`src/rtl/sobel_pkg.sv`:
```
// Shared state encoding and serial frame constants for the Sobel UART streamer.
package sobel_pkg;

  typedef enum logic [2:0] {
    ST_IDLE,
    ST_LOAD,
    ST_START,
    ST_DATA,
    ST_PARITY,
    ST_STOP,
    ST_SETTLE,
    ST_DONE
  } tx_state_e;

  localparam int unsigned DATA_BITS   = 8;
  localparam logic        LINE_IDLE   = 1'b1;
  localparam logic        START_LEVEL = 1'b0;
  localparam logic        STOP_LEVEL  = 1'b1;

  function automatic logic even_parity(input logic [DATA_BITS-1:0] d);
    return ^d;
  endfunction

endpackage

```
`src/rtl/sobel_uart_baud_gen.sv`:
```
// Bit-period counter: wraps every CLKS_PER_BIT cycles while run_i is high and
// is held at zero otherwise, so each frame starts on a fresh bit boundary.
module uart_baud_gen #(
  parameter int unsigned CLKS_PER_BIT = 434
) (
  input  logic clk_i,
  input  logic rst_i,
  input  logic run_i,
  output logic tick_o
);

  localparam int unsigned CW = (CLKS_PER_BIT > 1) ? $clog2(CLKS_PER_BIT) : 1;

  logic [CW-1:0] cnt_q, cnt_d;

  assign tick_o = run_i && (cnt_q == CW'(CLKS_PER_BIT - 1));

  always_comb begin
    cnt_d = cnt_q + 1'b1;
    if (!run_i || tick_o) cnt_d = '0;
  end

  always_ff @(posedge clk_i or posedge rst_i) begin
    if (rst_i) cnt_q <= '0;
    else       cnt_q <= cnt_d;
  end

endmodule

```
`src/rtl/sobel_uart_tx_streamer.sv`:
```
// Streams a HEIGHT x WIDTH processed image out of the Sobel output buffer as
// 8N1 UART frames (8E1 when SOBEL_TX_PARITY_EN is defined).
module sobel_uart_tx_streamer
  import sobel_pkg::*;
#(
  parameter int unsigned HEIGHT       = 4,
  parameter int unsigned WIDTH        = 4,
  parameter int unsigned CLKS_PER_BIT = 434
) (
  input  logic       clock,
  input  logic       reset,
  input  logic       envia,
  input  logic [7:0] tx_dados,
  output logic       tx_pronto,
  output logic       serial_tx,
  output logic       ocupado,
  output logic       fim_transmissao
);

  localparam int unsigned TOTAL = HEIGHT * WIDTH;
  localparam int unsigned CNT_W = $clog2(TOTAL + 1);
  localparam int unsigned BIT_W = $clog2(DATA_BITS);

  tx_state_e            state_q;
  logic [DATA_BITS-1:0] shreg_q;
  logic [BIT_W-1:0]     bit_idx_q;
  logic [CNT_W-1:0]     count_q;
  logic                 serial_tx_q;
  logic                 tx_pronto_q;
  logic                 ocupado_q;
  logic                 fim_q;
  logic                 baud_run;
  logic                 baud_tick;
`ifdef SOBEL_TX_PARITY_EN
  logic                 parity_q;
`endif

  assign baud_run = (state_q == ST_START) || (state_q == ST_DATA) ||
                    (state_q == ST_PARITY) || (state_q == ST_STOP);

  uart_baud_gen #(
    .CLKS_PER_BIT(CLKS_PER_BIT)
  ) u_baud (
    .clk_i (clock),
    .rst_i (reset),
    .run_i (baud_run),
    .tick_o(baud_tick)
  );

  // Outputs are registered; ocupado/fim are updated on the transitions that
  // enter or leave IDLE/DONE so they track the state register exactly.
  always_ff @(posedge clock or posedge reset) begin
    if (reset) begin
      state_q     <= ST_IDLE;
      shreg_q     <= '0;
      bit_idx_q   <= '0;
      count_q     <= '0;
      serial_tx_q <= LINE_IDLE;
      tx_pronto_q <= 1'b0;
      ocupado_q   <= 1'b0;
      fim_q       <= 1'b0;
`ifdef SOBEL_TX_PARITY_EN
      parity_q    <= 1'b0;
`endif
    end else begin
      tx_pronto_q <= 1'b0;
      case (state_q)
        ST_IDLE: begin
          if (envia) begin
            state_q   <= ST_LOAD;
            ocupado_q <= 1'b1;
          end
        end
        ST_LOAD: begin
          shreg_q     <= tx_dados;
          bit_idx_q   <= '0;
          serial_tx_q <= START_LEVEL;
          tx_pronto_q <= 1'b1;
          state_q     <= ST_START;
`ifdef SOBEL_TX_PARITY_EN
          parity_q    <= even_parity(tx_dados);
`endif
        end
        ST_START: begin
          if (baud_tick) begin
            serial_tx_q <= shreg_q[0];
            shreg_q     <= {1'b0, shreg_q[DATA_BITS-1:1]};
            state_q     <= ST_DATA;
          end
        end
        ST_DATA: begin
          if (baud_tick) begin
            if (bit_idx_q == BIT_W'(DATA_BITS - 1)) begin
`ifdef SOBEL_TX_PARITY_EN
              serial_tx_q <= parity_q;
              state_q     <= ST_PARITY;
`else
              serial_tx_q <= STOP_LEVEL;
              state_q     <= ST_STOP;
`endif
            end else begin
              bit_idx_q   <= bit_idx_q + 1'b1;
              serial_tx_q <= shreg_q[0];
              shreg_q     <= {1'b0, shreg_q[DATA_BITS-1:1]};
            end
          end
        end
`ifdef SOBEL_TX_PARITY_EN
        ST_PARITY: begin
          if (baud_tick) begin
            serial_tx_q <= STOP_LEVEL;
            state_q     <= ST_STOP;
          end
        end
`endif
        ST_STOP: begin
          if (baud_tick) begin
            if (count_q == CNT_W'(TOTAL - 1)) begin
              count_q   <= CNT_W'(TOTAL);
              state_q   <= ST_DONE;
              ocupado_q <= 1'b0;
              fim_q     <= 1'b1;
            end else begin
              count_q <= count_q + 1'b1;
              if (envia) begin
                state_q <= ST_SETTLE;
              end else begin
                state_q   <= ST_IDLE;
                ocupado_q <= 1'b0;
              end
            end
          end
        end
        ST_SETTLE: begin
          state_q <= ST_LOAD;
        end
        ST_DONE: begin
          if (!envia) begin
            state_q <= ST_IDLE;
            fim_q   <= 1'b0;
            count_q <= '0;
          end
        end
        default: begin
          state_q     <= ST_IDLE;
          serial_tx_q <= LINE_IDLE;
          ocupado_q   <= 1'b0;
        end
      endcase
    end
  end

  assign tx_pronto       = tx_pronto_q;
  assign serial_tx       = serial_tx_q;
  assign ocupado         = ocupado_q;
  assign fim_transmissao = fim_q;

endmodule

```
`config.mk`:
```
export PLATFORM = sky130hd
export DESIGN_NAME = sobel_uart_tx_streamer
export DESIGN_NICKNAME = d
export VERILOG_FILES = /design/src/rtl/sobel_pkg.sv /design/src/rtl/sobel_uart_baud_gen.sv /design/src/rtl/sobel_uart_tx_streamer.sv
export SDC_FILE = /design/constraint.sdc
export NUM_CORES = 1
export LEC_CHECK = 0
export BUFFER_PORTS_ARGS = -buffer_cell sky130_fd_sc_hd__buf_2
export CAP_MARGIN = 20
export CORE_UTILIZATION = 61
export CTS_BUF_LIST = sky130_fd_sc_hd__clkbuf_4 sky130_fd_sc_hd__clkbuf_8
export CTS_CLUSTER_SIZE = 25
export DETAILED_ROUTE_END_ITERATION = 10
export PLACE_DENSITY = 0.87
export SKIP_LAST_GASP = 1
export SYNTH_ARGS = -nofsm -noshare
export SYNTH_HDL_FRONTEND = slang
export SYNTH_HIERARCHICAL = 1
export SYNTH_SLANG_ARGS = --single-unit
```
`constraint.sdc`:
```
create_clock -name clock -period 3.2 [get_ports clock]
set_input_delay 0.96 -clock clock [delete_from_list [all_inputs] [get_ports clock]]
set_output_delay 0.96 -clock clock [all_outputs]
set_load 0.05 [all_outputs]
```
==> summary.txt, run 1 <==
GRT
  – Vias in the first global route: 1391
  – Global Route Usage Sum: around 26%
  – Initial antenna violation count: 0
  – Largest net degree at the start of global routing: 24
  – Global-route wire length before repair: about 6.2 mm
  – GRT overflow: 0

Detailed routing
  – Drt total wl: 3.60 mm
  – DR WL/cell: 15.9 um
  – Post-DR vias/cell: just over 6
  – Antenna Violating Nets Remaining: 0
  – Initial DRC Count: a little over 80
  – Remaining DRCs: 0
  – Via Count: between 1000 and 1500
  – Detailed Routing Iterations Pass 1: 4

Clocking
  – Clk Latency, worst-skew pair: around 0.34 ns
  – Post-CTS sizing: 0
  – Post-CTS Setup Inserts: 0
  – CTS tree: yes
  – Max H-tree Level: 2
  – CTS Buffer Depth: 2
  – Reg clk slew, reported paths: about 0.1 ns
  – CTS Root Cell: clkbuf_4
  – Post-CTS Hold Fix Bufs: 0
  – Num CTS Buffers: 5
  – Clock sink total: 32

Critical path
  – Total stage count of the critical path: 7
  – Startpoint types: flip-flop
  – Crit path cell chain: nand2b_2 -> nand2_1 -> inv_1 -> nor4_1 -> nand3_1 -> a21oi_4 -> mux2_2
  – CP arrival: ~3.0 ns
  – Crit path capture type: flip-flop
  – Crit-path slowest cell: dfrtp_1
  – Worst reg-to-reg path cell count: 7
  – CP bufs+invs: 1
  – Largest stage delay, worst path: ~0.65 ns
  – Crit path max fanout: 17
  – Delay-heaviest family, CP: simple AND/OR/NAND/NOR gates
  – Critical path data required time: approximately 3.4 ns
  – Setup CP Type: reg2reg

Power and ir drop
  – PwrDens: 353 nW/um^2
  – Leak pwr: 0.000900 uW
  – Maximum vdd drop: just over 0.3 mV

Yosys
  – Synth top area cells: dfrtp_1 44%, mux2_4 5.1%, nand2_1 4.9%
  – Post-synth EDFFs: 0
  – Post-Syn Instances: approximately 180
  – Unique masters post-synth: 46
  – Post-synth ARST share: 100%
  – Yosys top cell area share: 43.6%
  – Dominant cell type by area after synthesis: dfrtp_1
  – Synth Flop Type: dfrtp_1
  – Synth warn: 6
  – Post-Syn Nets: around 200
  – Area of the mapped netlist: roughly 1800 um^2
  – Sequential share of the synthesized area: a little under half
  – Yosys reg bits: 32
  – Synthesized area per cell: around 10 um^2

STA
  – TNS Setup: 0 ns
  – Slew Viols, Final: 0
  – Final setup fails: 0
  – RSZ-0062 raised after global routing: false
  – Final worst path period need: around 2.8 ns
  – Tcrit/Tclk final: roughly 86%
  – Measured slew at the worst slew-check pin: ~0.85 ns
  – Max Clk Rate: roughly 360 MHz
  – Final hold violations: 0
  – Final setup skew: between 0.015 and 0.02 ns
  – Relative slew slack: 43.0%

Placement
  – I/O Buffers: 14
  – Dpl cells: around 220
  – DP Wirelength: between 2 and 3 mm
  – Final Wtd Congestion: around 0.83

Worst hold path
  – HP Class: reg2reg
  – Hold Path Depth: 2

Run status
  – Status: completed

Die
  – Area of the die: ~3100 um^2
  – # IOs: 15
  – Row cnt: 19
  – Floorplan Core Area: 2760 um^2
  – Starting Density: 64.5%
  – Chip height: about 56 um
  – DIE WIDTH: between 50 and 60 um

Layout
  – ANT cells: 0
  – Non-filler cells, final: approximately 230
  – Area grow syn2layout: 8.23%
  – Layout cell share with drive strength beyond 1: a little over a fifth
  – Fillers: about 200
  – Nets: ~210
  – Most common cell after layout, fill and taps aside: dfrtp_1
  – Most frequent cells in the layout: 31 x dfrtp_1, 23 x nand2_1, 15 x o21ai_0

Run
  – Maxcap violations: 0
-- logic make-up (layout without fill, tap and decap cells) --
| kind of cell | Yosys count | count (layout) | share of synthesized area [%] |
|---|---|---|---|
| xor+xnor | 3 | 3 | 1.48 |
| mux | 14 | 14 | 9.92 |
| buf+inv | 19 | 37 | 4.64 |
| flops | 32 | 32 | 45.1 |
| fa+ha+maj | 6 | 6 | 4.22 |
| compound gates | 42 | 42 | 16.7 |
| simple gates | 62 | 62 | 17.9 |
-- per-stage QoR --
step                worst slack [ns]  instance area [um^2]  hold WS, ns  power (uW)  util, %
floorplan                      0.932                  1780        0.450         429        -
detailed placement             0.500                  1860        0.475         440     67.6
global route                   0.296                  1920        0.509         702     69.8
global placement               0.653                  1860        0.469         439     67.6
CTS                            0.484                  1920        0.496         681     69.8
finish                         0.434                  1920        0.490         679     69.8
-- tightest hold or removal path, cell delays in order, from the launching register on --
cell and delay, ns:
dfrtp_1 0.36, nand2_1 0.04, o21ai_0 0.06
-- registers in the layout, summed over array words and instances (netlist names) --
signal and flops:
bit_idx_q 3, count_q 5, fim_transmissao 1, ocupado 1, serial_tx 1, shreg_q 8
state_q 3, tx_pronto 1, u_baud/cnt_q 9
-- path summary, 6_finish.rpt --
check / slack [ns] / start / endpoint
worst max-delay path: 0.43 / state_q[1]$_DFFE_PP0P_ / shreg_q[2]$_DFFE_PP0P_
worst min-delay path: 0.49 / count_q[4]$_DFFE_PP0P_ / count_q[4]$_DFFE_PP0P_
worst max register to register: 0.43 / state_q[1]$_DFFE_PP0P_ / shreg_q[2]$_DFFE_PP0P_
worst min register to register: 0.49 / count_q[4]$_DFFE_PP0P_ / count_q[4]$_DFFE_PP0P_
max in group asynchronous: 1.86 / reset / shreg_q[3]$_DFFE_PP0P_
min in group asynchronous: 0.58 / reset / u_baud/cnt_q[0]$_DFF_PP0_
-- synthesized netlist by cell type (all sizes together) (2+ instances only) --
| library cell | number |
|---|---|
| buf | 4 |
| nand2b | 5 |
| o21ai | 15 |
| nand4 | 2 |
| inv | 14 |
| nand3 | 7 |
| a31oi | 4 |
| nor2 | 11 |
| nand2 | 23 |
| nor2b | 4 |
| mux2i | 3 |
| or3 | 3 |
| mux2 | 11 |
| ha | 6 |
| and3 | 2 |
| dfrtp | 31 |
| o311ai | 2 |
| xor2 | 2 |
| a41oi | 2 |
| a21oi | 6 |
| o31ai | 3 |
-- power breakdown --
part           switching (uW)  leakage, uW  internal [uW]
combinational            16.6     0.000483           10.1
sequential              0.409     0.000380            405
clock                     134    0.0000368            113
-- area by class of cell --
cell class              count  area (um^2)  share of cell area (%)
clock buffers               8         60.1                    3.12
repair buffers             15         77.6                    4.03
flip-flops and latches     32          802                    41.7
multi-input cells         127          893                    46.4
inverters                  14         52.6                    2.73
well taps                  31         38.8                    2.02
-- metal layers --
metal / GRT usage, % / vias to the layer above / routed length (um)
li1: - / 674 / -
met1: 32.1 / 675 / 1520
met2: 42.7 / 50 / 1830
met3: 5.12 / 10 / 174
met4: 13.2 / 0 / 80
met5: 0 / - / 0
(Power assumes the default switching activity.)
==> inputs of run 2 (changes only) <==
==> constraint.sdc (replaced) <==
create_clock -name clock -period 3.2 [get_ports clock]
set_input_delay 0.32 -clock clock [delete_from_list [all_inputs] [get_ports clock]]
set_output_delay 0.32 -clock clock [all_outputs]
set_load 0.05 [all_outputs]
==> run 2 against run 1 <==
Effect of this change: clock-buffer cell count did not move; final cell count rose by 0.44%; first-iteration DRC count fell by 4.9%; wire length rose by 1.3%; non-clock buffer count rose by 1; fmax rose by 0.12%; combinational power rose by 4%.
==> summary.txt, run 2 (synthesized netlist as in run 1, its figures left out) <==
Run status
  – Status: completed

Die
  – DIE WIDTH: 56.0 um (unchanged)
  – Floorplan Core Area: 2760 um^2 (unchanged)
  – # IOs: 15 (unchanged)
  – Row cnt: 19 (unchanged)
  – Area of the die: 3130 um^2 (unchanged)
  – Chip height: 56.0 um (unchanged)
  – Starting Density: 64.5% (unchanged)

GRT
  – GRT met2 Usage: 43.4% (+0.68 points)
  – Vias in the first global route: 1400 (+0.65%)
  – Largest net degree at the start of global routing: 24 (unchanged)
  – GR peak layer: met2
  – Global Route Usage Sum: 26.1% (+0.30 points)
  – GRT met1 Usage: 32.4% (+0.31 points)
  – Grt met3 use: 5.12% (unchanged)
  – GRT overflow: 0 (unchanged)
  – Global-route wire length before repair: 6.25 mm (+0.89%)
  – Initial antenna violation count: 0 (unchanged)

Detailed routing
  – DR WL/cell: 16.0 um (+0.86%)
  – Detailed Routing Iterations Pass 1: 4 (unchanged)
  – Post-DR vias/cell: 6.23 (+0.41%)
  – Drt total wl: 3.65 mm (+1.3%)
  – Remaining DRCs: 0 (unchanged)
  – Initial DRC Count: 78 (-4.9%)
  – Antenna Violating Nets Remaining: 0 (unchanged)
  – Via Count: 1421 (+0.85%)

STA
  – Final setup skew: 0.0176 ns (+0.00115 ns)
  – RSZ-0062 raised after global routing: false
  – Slew Viols, Final: 0 (unchanged)
  – TNS Setup: 0 ns (unchanged)
  – Final hold violations: 0 (unchanged)
  – Worst hold slack: 0.209 ns (-0.282 ns)
  – Final worst path period need: 2.76 ns (-0.00327 ns)
  – Tcrit/Tclk final: 86.3% (-0.10 points)
  – Final setup fails: 0 (unchanged)
  – Max Clk Rate: 362 MHz (+0.12%)
  – Final WS setup: 0.437 ns (+0.00327 ns)
  – Measured slew at the worst slew-check pin: 0.855 ns (+0.00173 ns)
  – Relative slew slack: 42.9% (-0.12 points)

Layout
  – Biggest register: u_baud/cnt_q
  – Fillers: 195 (unchanged)
  – Max FFs per register: 9 (unchanged)
  – Area grow syn2layout: 8.80%
  – Nets: 213 (+0.47%)
  – ANT cells: 0 (unchanged)
  – Most common cell after layout, fill and taps aside: dfrtp_1
  – Most frequent cells in the layout: 31 x dfrtp_1, 23 x nand2_1, 15 x o21ai_0
  – Layout cell share with drive strength beyond 1: 20.8% (-0.11 points)
  – Biggest regs: u_baud/cnt_q x9, shreg_q x8, count_q x5

Placement
  – Final Wtd Congestion: 0.834 (unchanged)
  – DP Wirelength: 2.61 mm (unchanged)
  – Dpl ws: 0.500 ns (unchanged)
  – I/O Buffers: 14 (unchanged)

Worst hold path
  – Worst hold path startpoint: tx_dados[7]
  – HP Class: in2reg
  – Hold Path Depth: 3 (+1)
  – WHS Endpoint: shreg_q[7]$_DFFE_PP0P_

Critical path
  – Total stage count of the critical path: 7 (unchanged)
  – Delay-heaviest family, CP: simple AND/OR/NAND/NOR gates
  – Crit path cell chain: nand2b_2 -> nand2_1 -> inv_1 -> nor4_1 -> nand3_1 -> a21oi_4 -> mux2_2
  – R2R Path Start: state_q[1]$_DFFE_PP0P_
  – R2r setup slk: 0.44 ns (about the same)
  – Worst reg-to-reg path cell count: 7 (unchanged)
  – Setup CP Type: reg2reg
  – Crit-path slowest cell: dfrtp_1
  – Crit path capture type: flip-flop
  – RR Endpoint: shreg_q[2]$_DFFE_PP0P_
  – Critical path data required time: 3.41 ns (about the same)
  – Startpoint types: flip-flop
  – CP arrival: 2.97 ns (about the same)
  – Largest stage delay, worst path: 0.65 ns (about the same)
  – CP bufs+invs: 1 (unchanged)
  – Crit path max fanout: 17 (unchanged)

Clocking
  – Post-CTS Setup Inserts: 0 (unchanged)
  – Num CTS Buffers: 5 (unchanged)
  – CTS Buffer Depth: 2 (unchanged)
  – Max H-tree Level: 2 (unchanged)
  – CTS Root Cell: clkbuf_4
  – Clock sink total: 32 (unchanged)
  – Post-CTS sizing: 0 (unchanged)
  – Reg clk slew, reported paths: 0.10 ns (about the same)
  – CTS tree: yes
  – Clk Latency, worst-skew pair: 0.34 ns (about the same)

Power and ir drop
  – Power share of the combinational group: 4.1% (+0.2 points)
  – Seq pwr share: 59.6% (about the same)
  – Clock Power Share: 36.3% (about the same)
  – Maximum vdd drop: 0.306 mV (-0.29%)
  – Sw Share: 22.2% (-0.037 points)
  – Switching power total: 151 uW (about the same)
  – Pint: 529 uW (+0.15%)
  – PwrDens: 351 nW/um^2 (-0.42%)
  – Power, Total: 680 uW (+0.10%)
  – Leak pwr: 0.000904 uW (+0.46%)

Run
  – Maxcap violations: 0 (unchanged)
run 2: cell count changes in the layout (fill, tap and decap cells not counted), sizes merged:
cell	delta
dlygate4sd3	+1
run 2: worst max-delay path by stage:
stage	start	endpoint	slack [ns]
after detailed placement	state_q[1]$_DFFE_PP0P_	shreg_q[2]$_DFFE_PP0P_	0.50
after CTS	state_q[1]$_DFFE_PP0P_	shreg_q[2]$_DFFE_PP0P_	0.48
after floorplan	state_q[1]$_DFFE_PP0P_	shreg_q[1]$_DFFE_PP0P_	0.93
after global routing	state_q[1]$_DFFE_PP0P_	shreg_q[6]$_DFFE_PP0P_	0.30
final	state_q[1]$_DFFE_PP0P_	shreg_q[2]$_DFFE_PP0P_	0.44
after global placement	state_q[2]$_DFFE_PP0P_	shreg_q[1]$_DFFE_PP0P_	0.65
run 2: final cells by class:
class	instances	area [um^2]	area share, %
Sequential cell	32	802	41.5
Tap cell	31	38.8	2.01
Timing Repair Buffer	16	87.6	4.53
Inverter	14	52.6	2.72
Multi-Input combinational cell	127	893	46.2
Clock buffer	8	60.1	3.10
run 2: power groups by stage:
stage | combinational, uW | clock [uW] | sequential (uW)
after floorplan | 13.4 | 0 | 415
after global placement | 25.7 | 0 | 413
after detailed placement | 27.3 | 0 | 413
after CTS | 28.2 | 248 | 405
after global routing | 31.1 | 266 | 405
final | 27.8 | 247 | 405
run 2: timing repair:
item,in CTS,in global routing
setup endpoints to repair,0,0
hold buffers,1,0
endpoints found under the hold margin,9,0
run 2: metrics by stage:
stage	utilization, %	cells	cell area [um^2]
3_3_place_gp	67.6	219	1860
5_1_grt	70.1	228	1930
6_report	70.1	228	1930
3_5_place_dp	67.6	219	1860
2_1_floorplan	-	178	1780
4_1_cts	70.1	228	1930
run 2: routing by layer:
metal / routed length, um / share of wire, %
met5: 0 / 0
met4: 80 / 2.2
met3: 162 / 4.4
met2: 1880 / 52
met1: 1520 / 42
run 2: tightest hold or removal path: stages:
cell	delay [ns]
buf_2	0.07
nand2_1	0.04
o21ai_0	0.06
